==> config.mk <==
export PLATFORM = sky130hd
export DESIGN_NAME = nios_input_conditioner_flat
export DESIGN_NICKNAME = d
export VERILOG_FILES = /design/src/rtl/nios_input_conditioner_if.sv /design/src/rtl/nios_input_conditioner.sv /design/src/flat_wrapper.sv
export SDC_FILE = /design/constraint.sdc
export NUM_CORES = 1
export LEC_CHECK = 0
export CAP_MARGIN = 20
export CELL_PAD_IN_SITES_DETAIL_PLACEMENT = 1
export CELL_PAD_IN_SITES_GLOBAL_PLACEMENT = 2
export CORE_ASPECT_RATIO = 1.1
export CORE_UTILIZATION = 35
export CTS_BUF_LIST = sky130_fd_sc_hd__clkbuf_4 sky130_fd_sc_hd__clkbuf_8
export DETAILED_ROUTE_END_ITERATION = 8
export PLACE_DENSITY_LB_ADDON = 0.1
export SETUP_SLACK_MARGIN = 0.3
export SYNTH_ARGS = -nofsm -noshare
export SYNTH_HDL_FRONTEND = slang
export SYNTH_SLANG_ARGS = --single-unit
==> constraint.sdc <==
create_clock -name clk_clk -period 2.89 [get_ports clk_clk]
set_input_delay 0.867 -clock clk_clk [delete_from_list [all_inputs] [get_ports clk_clk]]
set_output_delay 0.867 -clock clk_clk [all_outputs]
set_load 0.05 [all_outputs]
==> src/rtl/nios_input_conditioner_if.sv <==
// rtl/nios_input_conditioner_if.sv - raw pin and debounced level bundle for the input conditioner
interface nios_input_conditioner_if #(
  parameter int NUM_KEYS = 2,
  parameter int NUM_SW   = 4
);
  logic [NUM_KEYS-1:0] key_n_in;
  logic [NUM_SW-1:0]   sw_in;
  logic [NUM_KEYS-1:0] key_db_n;
  logic [NUM_KEYS-1:0] key_press;
  logic [NUM_KEYS-1:0] key_release;
  logic [NUM_SW-1:0]   sw_db;
  logic                sw_change;

  modport master (
    output key_n_in, sw_in,
    input  key_db_n, key_press, key_release, sw_db, sw_change
  );

  modport slave (
    input  key_n_in, sw_in,
    output key_db_n, key_press, key_release, sw_db, sw_change
  );
endinterface

==> src/rtl/nios_input_conditioner.sv <==
// rtl/nios_input_conditioner.sv - synchronise and debounce pushbuttons and switches for the Nios PIOs
module nios_input_conditioner #(
  parameter int NUM_KEYS            = 2,
  parameter int NUM_SW              = 4,
  parameter int SYNC_STAGES         = 2,
  parameter int KEY_DEBOUNCE_CYCLES = 500000,
  parameter int SW_DEBOUNCE_CYCLES  = 500000
) (
  input  logic                   clk_clk,
  input  logic                   reset_reset_n,
  nios_input_conditioner_if.slave bus
);
  localparam int NCH = NUM_KEYS + NUM_SW;

  logic [NCH-1:0] raw;
  logic [NCH-1:0] db;
  logic [NCH-1:0] acc;
  logic           sw_change_q;

  // Keys occupy the low channel indices, switches the high ones.
  assign raw = {bus.sw_in, bus.key_n_in};

  for (genvar i = 0; i < NCH; i++) begin : g_ch
    localparam bit             IS_KEY = (i < NUM_KEYS);
    localparam int             DC     = IS_KEY ? KEY_DEBOUNCE_CYCLES : SW_DEBOUNCE_CYCLES;
    localparam int             CW     = $clog2(DC + 1);
    localparam logic [CW-1:0]  LAST   = CW'(DC - 1);
    localparam logic           IDLE   = IS_KEY;

    logic [SYNC_STAGES-1:0] sync_q;
    logic [CW-1:0]          cnt_q;
    logic                   db_q;
    logic                   s;

    assign s      = sync_q[SYNC_STAGES-1];
    assign acc[i] = (s != db_q) && (cnt_q == LAST);
    assign db[i]  = db_q;

    always_ff @(posedge clk_clk or negedge reset_reset_n) begin
      if (!reset_reset_n) begin
        sync_q <= {SYNC_STAGES{IDLE}};
        cnt_q  <= '0;
        db_q   <= IDLE;
      end else begin
        sync_q <= {sync_q[SYNC_STAGES-2:0], raw[i]};
        if (s == db_q) begin
          cnt_q <= '0;
        end else if (acc[i]) begin
          cnt_q <= '0;
          db_q  <= s;
        end else begin
          cnt_q <= cnt_q + 1'b1;
        end
      end
    end

    if (IS_KEY) begin : g_key
      logic press_q;
      logic release_q;

      // Pulses load on the same edge as db_q so they line up with the new level.
      always_ff @(posedge clk_clk or negedge reset_reset_n) begin
        if (!reset_reset_n) begin
          press_q   <= 1'b0;
          release_q <= 1'b0;
        end else begin
          press_q   <= acc[i] & ~s;
          release_q <= acc[i] & s;
        end
      end

      assign bus.key_press[i]   = press_q;
      assign bus.key_release[i] = release_q;
    end
  end

  always_ff @(posedge clk_clk or negedge reset_reset_n) begin
    if (!reset_reset_n) begin
      sw_change_q <= 1'b0;
    end else begin
      sw_change_q <= |acc[NCH-1:NUM_KEYS];
    end
  end

  assign bus.key_db_n  = db[NUM_KEYS-1:0];
  assign bus.sw_db     = db[NCH-1:NUM_KEYS];
  assign bus.sw_change = sw_change_q;
endmodule

==> src/flat_wrapper.sv <==
// flat-port wrapper written by rule: the top's interface ports become plain ports
module nios_input_conditioner_flat 
#(
  parameter int NUM_KEYS            = 2,
  parameter int NUM_SW              = 4,
  parameter int SYNC_STAGES         = 2,
  parameter int KEY_DEBOUNCE_CYCLES = 500000,
  parameter int SW_DEBOUNCE_CYCLES  = 500000
)
  (clk_clk, reset_reset_n, bus_key_n_in, bus_sw_in, bus_key_db_n, bus_key_press, bus_key_release, bus_sw_db, bus_sw_change);
  nios_input_conditioner_if #(.NUM_KEYS(NUM_KEYS), .NUM_SW(NUM_SW)) bus_i ();
  input  logic clk_clk;
  input  logic reset_reset_n;
  input wire logic [$bits(bus_i.key_n_in)-1:0] bus_key_n_in;
  input wire logic [$bits(bus_i.sw_in)-1:0] bus_sw_in;
  output wire logic [$bits(bus_i.key_db_n)-1:0] bus_key_db_n;
  output wire logic [$bits(bus_i.key_press)-1:0] bus_key_press;
  output wire logic [$bits(bus_i.key_release)-1:0] bus_key_release;
  output wire logic [$bits(bus_i.sw_db)-1:0] bus_sw_db;
  output wire logic [$bits(bus_i.sw_change)-1:0] bus_sw_change;
  assign bus_i.key_n_in = bus_key_n_in;
  assign bus_i.sw_in = bus_sw_in;
  assign bus_key_db_n = bus_i.key_db_n;
  assign bus_key_press = bus_i.key_press;
  assign bus_key_release = bus_i.key_release;
  assign bus_sw_db = bus_i.sw_db;
  assign bus_sw_change = bus_i.sw_change;
  nios_input_conditioner #(.NUM_KEYS(NUM_KEYS), .NUM_SW(NUM_SW), .SYNC_STAGES(SYNC_STAGES), .KEY_DEBOUNCE_CYCLES(KEY_DEBOUNCE_CYCLES), .SW_DEBOUNCE_CYCLES(SW_DEBOUNCE_CYCLES)) u_core (.clk_clk(clk_clk), .reset_reset_n(reset_reset_n), .bus(bus_i));
endmodule
==> results of run 1 <==
[kinds of logic after synthesis]
family | synth area share (%)
flip-flops | 52.7
buffers and inverters | 3.36
multiplexers | 0.864
AND/OR/NAND/NOR | 25.2
adder cells (fa/ha/maj) | 1.15
XOR/XNOR | 10.5
AO/OA/AOI/OAI | 6.17
[where the power goes]
| part | switching (mW) | internal (mW) | total, mW |
|---|---|---|---|
| sequential | 0.0279 | 1.95 | 1.98 |
| combinational | 0.0916 | 0.0446 | 0.136 |
| clock | 0.728 | 1.03 | 1.76 |
[layout make-up]
| class | count | area [µm²] | share of cell area, % |
|---|---|---|---|
| multi-input combinational | 464 | 2860 | 38.7 |
| inverter | 22 | 82.6 | 1.12 |
| clock buffer | 26 | 345 | 4.67 |
| clock inverter | 6 | 108 | 1.46 |
| tap | 238 | 298 | 4.03 |
| sequential | 137 | 3440 | 46.5 |
| timing repair buffer | 26 | 264 | 3.57 |
[through the flow]
| step | util, % | std cells | hold slack, ns |
|---|---|---|---|
| final | 41.2 | 919 | 0.354 |
| after global routing | 41.2 | 919 | 0.361 |
| after CTS | 41.2 | 919 | 0.351 |
| after detailed placement | 38.7 | 887 | 0.342 |
| after global placement | 38.7 | 887 | 0.347 |
| after floorplan | - | 645 | 0.331 |
[state kept, by name, indices dropped and copies added (netlist names)]
name / count
u_core.g_ch.cnt_q: 114
u_core.g_ch.sync_q: 12
u_core.g_ch.db_q: 6
u_core.g_ch.g_key.press_q: 2
u_core.g_ch.g_key.release_q: 2
u_core.bus.sw_change: 1
[worst max path at each step]
stage,from,end,cells after the start
floorplan,u_core.g_ch[5].cnt_q[14]$_DFF_PN0_,u_core.g_ch[5].db_q$_DFFE_PN0P_,4
global placement,u_core.g_ch[0].db_q$_DFFE_PN1P_,bus_key_db_n[0],1
detailed placement,u_core.g_ch[1].db_q$_DFFE_PN1P_,bus_key_db_n[1],1
CTS,u_core.g_ch[5].db_q$_DFFE_PN0P_,bus_sw_db[3],1
global route,u_core.g_ch[4].db_q$_DFFE_PN0P_,bus_sw_db[2],1
finish,u_core.g_ch[4].db_q$_DFFE_PN0P_,bus_sw_db[2],1
[cell usage in the layout (no fill, tap or decap), types with 5 or more instances in the layout]
cell type,Yosys,layout
sky130_fd_sc_hd__and3_1,5,5
sky130_fd_sc_hd__nand3_1,37,37
sky130_fd_sc_hd__mux2_2,5,5
sky130_fd_sc_hd__dfrtp_1,131,131
sky130_fd_sc_hd__xnor2_1,49,49
sky130_fd_sc_hd__clkbuf_8,0,24
sky130_fd_sc_hd__buf_4,10,6
sky130_fd_sc_hd__nor4_1,18,18
sky130_fd_sc_hd__nor2_1,99,99
sky130_fd_sc_hd__dfstp_2,6,6
sky130_fd_sc_hd__nand2_1,35,35
sky130_fd_sc_hd__inv_1,22,22
sky130_fd_sc_hd__and4_1,10,10
sky130_fd_sc_hd__a21oi_1,30,30
sky130_fd_sc_hd__o31ai_1,13,13
sky130_fd_sc_hd__o21ai_0,14,14
sky130_fd_sc_hd__or3_1,20,20
sky130_fd_sc_hd__nor3_1,12,12
sky130_fd_sc_hd__ha_1,6,6
sky130_fd_sc_hd__clkdlybuf4s50_1,0,12
sky130_fd_sc_hd__nand4_1,26,26
sky130_fd_sc_hd__or4_1,19,19
sky130_fd_sc_hd__xor2_1,29,29
[metal layers]
layer  up-vias  share of wire, %  wire length (µm)
li1       2322                 -                 -
met1      2413                47              6740
met2        43                49              7000
met3        15               2.6               364
met4         0               1.0               145
met5         -                 0                 0
==> metrics, run 1 <==
CTS Buf Count=17; post-synth design cell area=0.00651 mm²; critical-path cell with the highest stage delay=sky130_fd_sc_hd__clkdlybuf4s50_1; die area=around 0.019 mm²; transition time at the pin with the least slew margin=0.659 ns; layer with the highest usage=met2; Synth cell types=44; PwrDens=524 mW/mm²; # DRC=0; maximum clock frequency=400 MHz; H-tree levels=4; Final Hold Violating Endpoints=0; path category of the worst min-delay check=reg2reg; Synth top cells by count=sky130_fd_sc_hd__dfrtp_1 (131), sky130_fd_sc_hd__nor2_1 (99), sky130_fd_sc_hd__xnor2_1 (49); I/O Pins=19; cell taking the most area after synthesis=sky130_fd_sc_hd__dfrtp_1; synth-to-layout area growth=13.5%; headroom to the max-slew limit=a little under three fifths; setup slack of the critical path after layout=0.390 ns; layout net count=682; wire length of the first global-routing pass=25,200 µm; clk buf depth=2; final setup fails=0; number of synthesized flops with an enable pin=0; antenna diode count=0; Seq cells post-synth=around 140; critical path peak fanout=3; 1st-pass router iterations=4; number of sinks on the clock net=between 100 and 150; Peak supply drop=0.260 mV; clock slew at reported path FFs=0.08 ns; critical path data required time=slightly above 2 ns; share of post-route cells with drive strength above 1=a little under a tenth; routability cong.=0.734; sum of negative setup slack=0 ns; via count of the first global-routing pass=5,051; worst flop-to-flop path endpoint=u_core.g_ch[5].cnt_q[14]$_DFF_PN0_; Worst Hold End=u_core.g_ch[0].sync_q[1]$_DFF_PN1_; DP Wirelength=9840 µm; M1 GR Usage=20.4%; routed vias/inst=5.22; root cell of the clock tree=sky130_fd_sc_hd__clkbuf_8; horizontal die dimension=approximately 130 µm; final routed wire length divided by cell count=roughly 16 µm; antenna violations before repair=0; mean area per synthesized cell=10.1 µm²; highest cell delay on the worst timing path=0.81 ns; run status=completed; met2 GRT Util=27.0%; Warnings, synthesis=0; Post-synth ARST share=100%; delay-heaviest family, CP=buffers and inverters; kind of capture point of the worst setup path=primary output; post-cts hold buffer count=0; proportion of synthesized chip area in sequential cells=52.7%; cells along the critical path=clkdlybuf4s50_1; clock tree skew after final layout=~0.012 ns; global-route usage over all layers=16.2%; PostCTS Resize Cnt=4; number of DRC markers in iteration 0=around 140; aggregate routed wire length=14,300 µm; Worst Setup Path Type=reg2out; buffer and inverter count on the worst path=1; cell types with the largest area share after synthesis=sky130_fd_sc_hd__dfrtp_1 (50%), sky130_fd_sc_hd__xnor2_1 (6.6%), sky130_fd_sc_hd__nor2_1 (5.7%), sky130_fd_sc_hd__xor2_1 (3.9%), sky130_fd_sc_hd__nand3_1 (2.8%); area fraction of the dominant cell type after synthesis=50.3%; pin count of the biggest net entering global routing=50; prevailing post-synth register cell=sky130_fd_sc_hd__dfrtp_1; Cells on Worst Hold Path=0; Buffers on Ports=18; flop-to-flop setup slack=around 0.75 ns; Critical Path Start Type=flop; final standard cell area without fillers=between 0.007 and 0.008 mm²; clock tree from TritonCTS=built; r2r worst-path depth=4; placeable core region=0.0179 mm²; post-placement worst setup slack=0.682 ns; leakage power total=~3 nW; Final ANT Viol Nets=0; RSZ-0062 raised after global routing=false; post-CTS setup repair buffer count=0; most frequently used cell type in the post-synthesis netlist=sky130_fd_sc_hd__dfrtp_1; # fillers=2,018; max_cap viols=0; number of nets in the synthesized netlist=659; Initial Utilization=36.3%; die span in y=145 µm; synthesized instance count=645; total global routing overflow=0; vias after detailed routing=4,793; data arrival time of the worst path=1.63 ns; insertion delay to the later sink of the worst-skew pair=0.45 ns; final critical-path share of the clock period=between 80 and 90%; post-placement cell area=0.00694 mm²; final worst path period need=2.50 ns; number of pins exceeding their max-slew limit in the final report=0; Rows=51; hold wc startpoint=u_core.g_ch[0].sync_q[0]$_DFF_PN1_; FF-to-FF Start=u_core.g_ch[5].cnt_q[14]$_DFF_PN0_; overall power=between 3 and 4 mW; M3 GR Usage=4.12%
No activity file was read; power rests on OpenSTA's default activity.
==> run 2, diff against run 1 <==
Settings changed: PLACE_DENSITY set to 0.71, PLACE_DENSITY_LB_ADDON 0.1 to not set.
==> metrics, run 2 (synthesis results as in run 1) <==
share of post-route cells with drive strength above 1=8.70% (-0.40 points); total global routing overflow=0 (unchanged); headroom to the max-slew limit=59.0% (+3.3 points); # DRC=0 (unchanged); Final Hold Violating Endpoints=0 (unchanged); Initial Utilization=36.3% (unchanged); cells along the critical path=clkdlybuf4s50_1; number of sinks on the clock net=137 (unchanged); data arrival time of the worst path=1.64 ns (about the same); clock tree from TritonCTS=built; maximum clock frequency=399 MHz (-0.30%); antenna violations before repair=0 (unchanged); critical path data required time=2.02 ns (about the same); largest reg by FF count=u_core.g_ch.cnt_q; die area=0.0192 mm² (unchanged); delay-heaviest family, CP=buffers and inverters; root cell of the clock tree=sky130_fd_sc_hd__clkbuf_8; synth-to-layout area growth=13.0%; I/O Pins=19 (unchanged); placeable core region=0.0179 mm² (unchanged); wire length of the first global-routing pass=25,200 µm (+0.36%); highest cell delay on the worst timing path=0.82 ns (about the same); Final ANT Viol Nets=0 (unchanged); final critical-path share of the clock period=86.8% (+0.26 points); max_cap viols=0 (unchanged); pin count of the biggest net entering global routing=47 (-6.0%); DP Wirelength=9630 µm (-2.1%); 1st-pass router iterations=4 (unchanged); Peak supply drop=0.286 mV (+10%); routability cong.=0.790 (+7.6%); run status=completed; critical-path cell with the highest stage delay=sky130_fd_sc_hd__clkdlybuf4s50_1; number of DRC markers in iteration 0=191 (+33%); final worst path period need=2.51 ns (+0.00748 ns); die span in y=145 µm (unchanged); number of pins exceeding their max-slew limit in the final report=0 (unchanged); most common cell after layout, fill and taps aside=sky130_fd_sc_hd__dfrtp_1; critical path peak fanout=3 (unchanged); final setup fails=0 (unchanged); Rows=51 (unchanged); insertion delay to the later sink of the worst-skew pair=0.45 ns (about the same); PwrDens=529 mW/mm² (+1.1%); overall power=3.90 mW (+0.65%); sum of negative setup slack=0 ns (unchanged); utilization of the core after routing=41.1% (-0.17 points); vias after detailed routing=4,760 (-0.69%); clk buf depth=2 (unchanged); footprint of the flip-flops and latches=0.00344 mm² (unchanged); routed vias/inst=5.20 (-0.36%); H-tree levels=4 (unchanged); final routed wire length divided by cell count=15.2 µm (-2.3%); largest registers ranked by flip-flop count=u_core.g_ch.cnt_q (114), u_core.g_ch.sync_q (12), u_core.g_ch.db_q (6); transition time at the pin with the least slew margin=0.615 ns (-0.0441 ns); max reg flops=114 (unchanged); path category of the worst min-delay check=in2async; Buffers on Ports=18 (unchanged); buffer and inverter count on the worst path=1 (unchanged); clock tree skew after final layout=0.00824 ns (-0.00424 ns); via count of the first global-routing pass=5,279 (+4.5%); Worst Setup Path Type=reg2out; leading cell types in the layout, fill and taps excluded=sky130_fd_sc_hd__dfrtp_1 (131), sky130_fd_sc_hd__nor2_1 (99), sky130_fd_sc_hd__xnor2_1 (49), sky130_fd_sc_hd__nand3_1 (37), sky130_fd_sc_hd__nand2_1 (35); # fillers=2,014 (-0.20%); Critical Path Start Type=flop; aggregate routed wire length=13,900 µm (-2.6%); horizontal die dimension=132 µm (unchanged); RSZ-0062 raised after global routing=false; clock slew at reported path FFs=0.08 ns (about the same); CTS Buf Count=17 (unchanged); Multi-input gate area=0.00286 mm² (unchanged); post-cts hold buffer count=0 (unchanged); leakage power total=2.93 nW (-1.0%); global-route usage over all layers=16.2% (about the same); post-CTS setup repair buffer count=0 (unchanged); kind of capture point of the worst setup path=primary output; antenna diode count=0 (unchanged); layout net count=680 (-0.29%)
-- run 2: cell types whose count changed in the layout (fill, tap and decap cells not counted), sizes merged --
cell	previous run	this run
clkinv	2	5
bufinv	3	5
clkinvlp	1	3
clkdlybuf4s50	12	13
clkbuf	26	18
buf	9	7
dlygate4sd2	4	3
-- run 2: what timing repair did --
action | in CTS | in global routing
gates cloned | 0 | 0
resized for setup | 3 | 1
pin swaps | 0 | 0
endpoints found under the setup margin | 3 | 1
-- run 2: final cells by class --
cell class | instances | area share, %
Clock inverter | 13 | 2.74
Inverter | 22 | 1.12
Timing Repair Buffer | 24 | 3.23
Sequential cell | 137 | 46.7
Multi-Input combinational cell | 464 | 38.8
Tap cell | 238 | 4.04
Clock buffer | 18 | 3.37
-- run 2: routing by layer --
metal,global-route usage [%],routed length (µm),up-vias
met5,0,0,-
met4,6.22,180,0
met3,3.56,319,14
met2,28.1,7080,33
met1,19.4,6300,2394
li1,-,-,2319
-- run 2: path summary, 6_finish.rpt --
kind                                                         start                                  to  slack (ns)  depth (start not counted)
worst min-delay path                                 reset_reset_n  u_core.g_ch[2].cnt_q[14]$_DFF_PN0_        0.33                          1
max in group asynchronous                            reset_reset_n   u_core.g_ch[0].cnt_q[8]$_DFF_PN0_        1.80                          2
worst max register to register  u_core.g_ch[5].cnt_q[10]$_DFF_PN0_  u_core.g_ch[5].cnt_q[18]$_DFF_PN0_        0.73                          4
worst max-delay path               u_core.g_ch[5].db_q$_DFFE_PN0P_                        bus_sw_db[3]        0.38                          1
min in group clk_clk            u_core.g_ch[1].sync_q[0]$_DFF_PN1_  u_core.g_ch[1].sync_q[1]$_DFF_PN1_        0.36                          0
worst min register to register  u_core.g_ch[1].sync_q[0]$_DFF_PN1_  u_core.g_ch[1].sync_q[1]$_DFF_PN1_        0.36                          0
-- run 2: metrics by stage --
| step | worst slack [ns] | cell area (µm²) | hold WS, ns | cells |
|---|---|---|---|---|
| final | 0.382 | 7360 | 0.327 | 916 |
| after floorplan | 0.888 | 6510 | 0.331 | 645 |
| after global placement | 0.692 | 6910 | 0.340 | 885 |
| after global routing | 0.320 | 7360 | 0.335 | 916 |
| after detailed placement | 0.695 | 6910 | 0.341 | 885 |
| after CTS | 0.318 | 7360 | 0.321 | 916 |
-- run 2: power breakdown --
part / switching (mW) / internal [mW] / total, mW
Clock: 0.751 / 1.04 / 1.79
Combinational: 0.0904 / 0.0420 / 0.132
Sequential: 0.0280 / 1.95 / 1.98
Total: 0.869 / 3.03 / 3.90
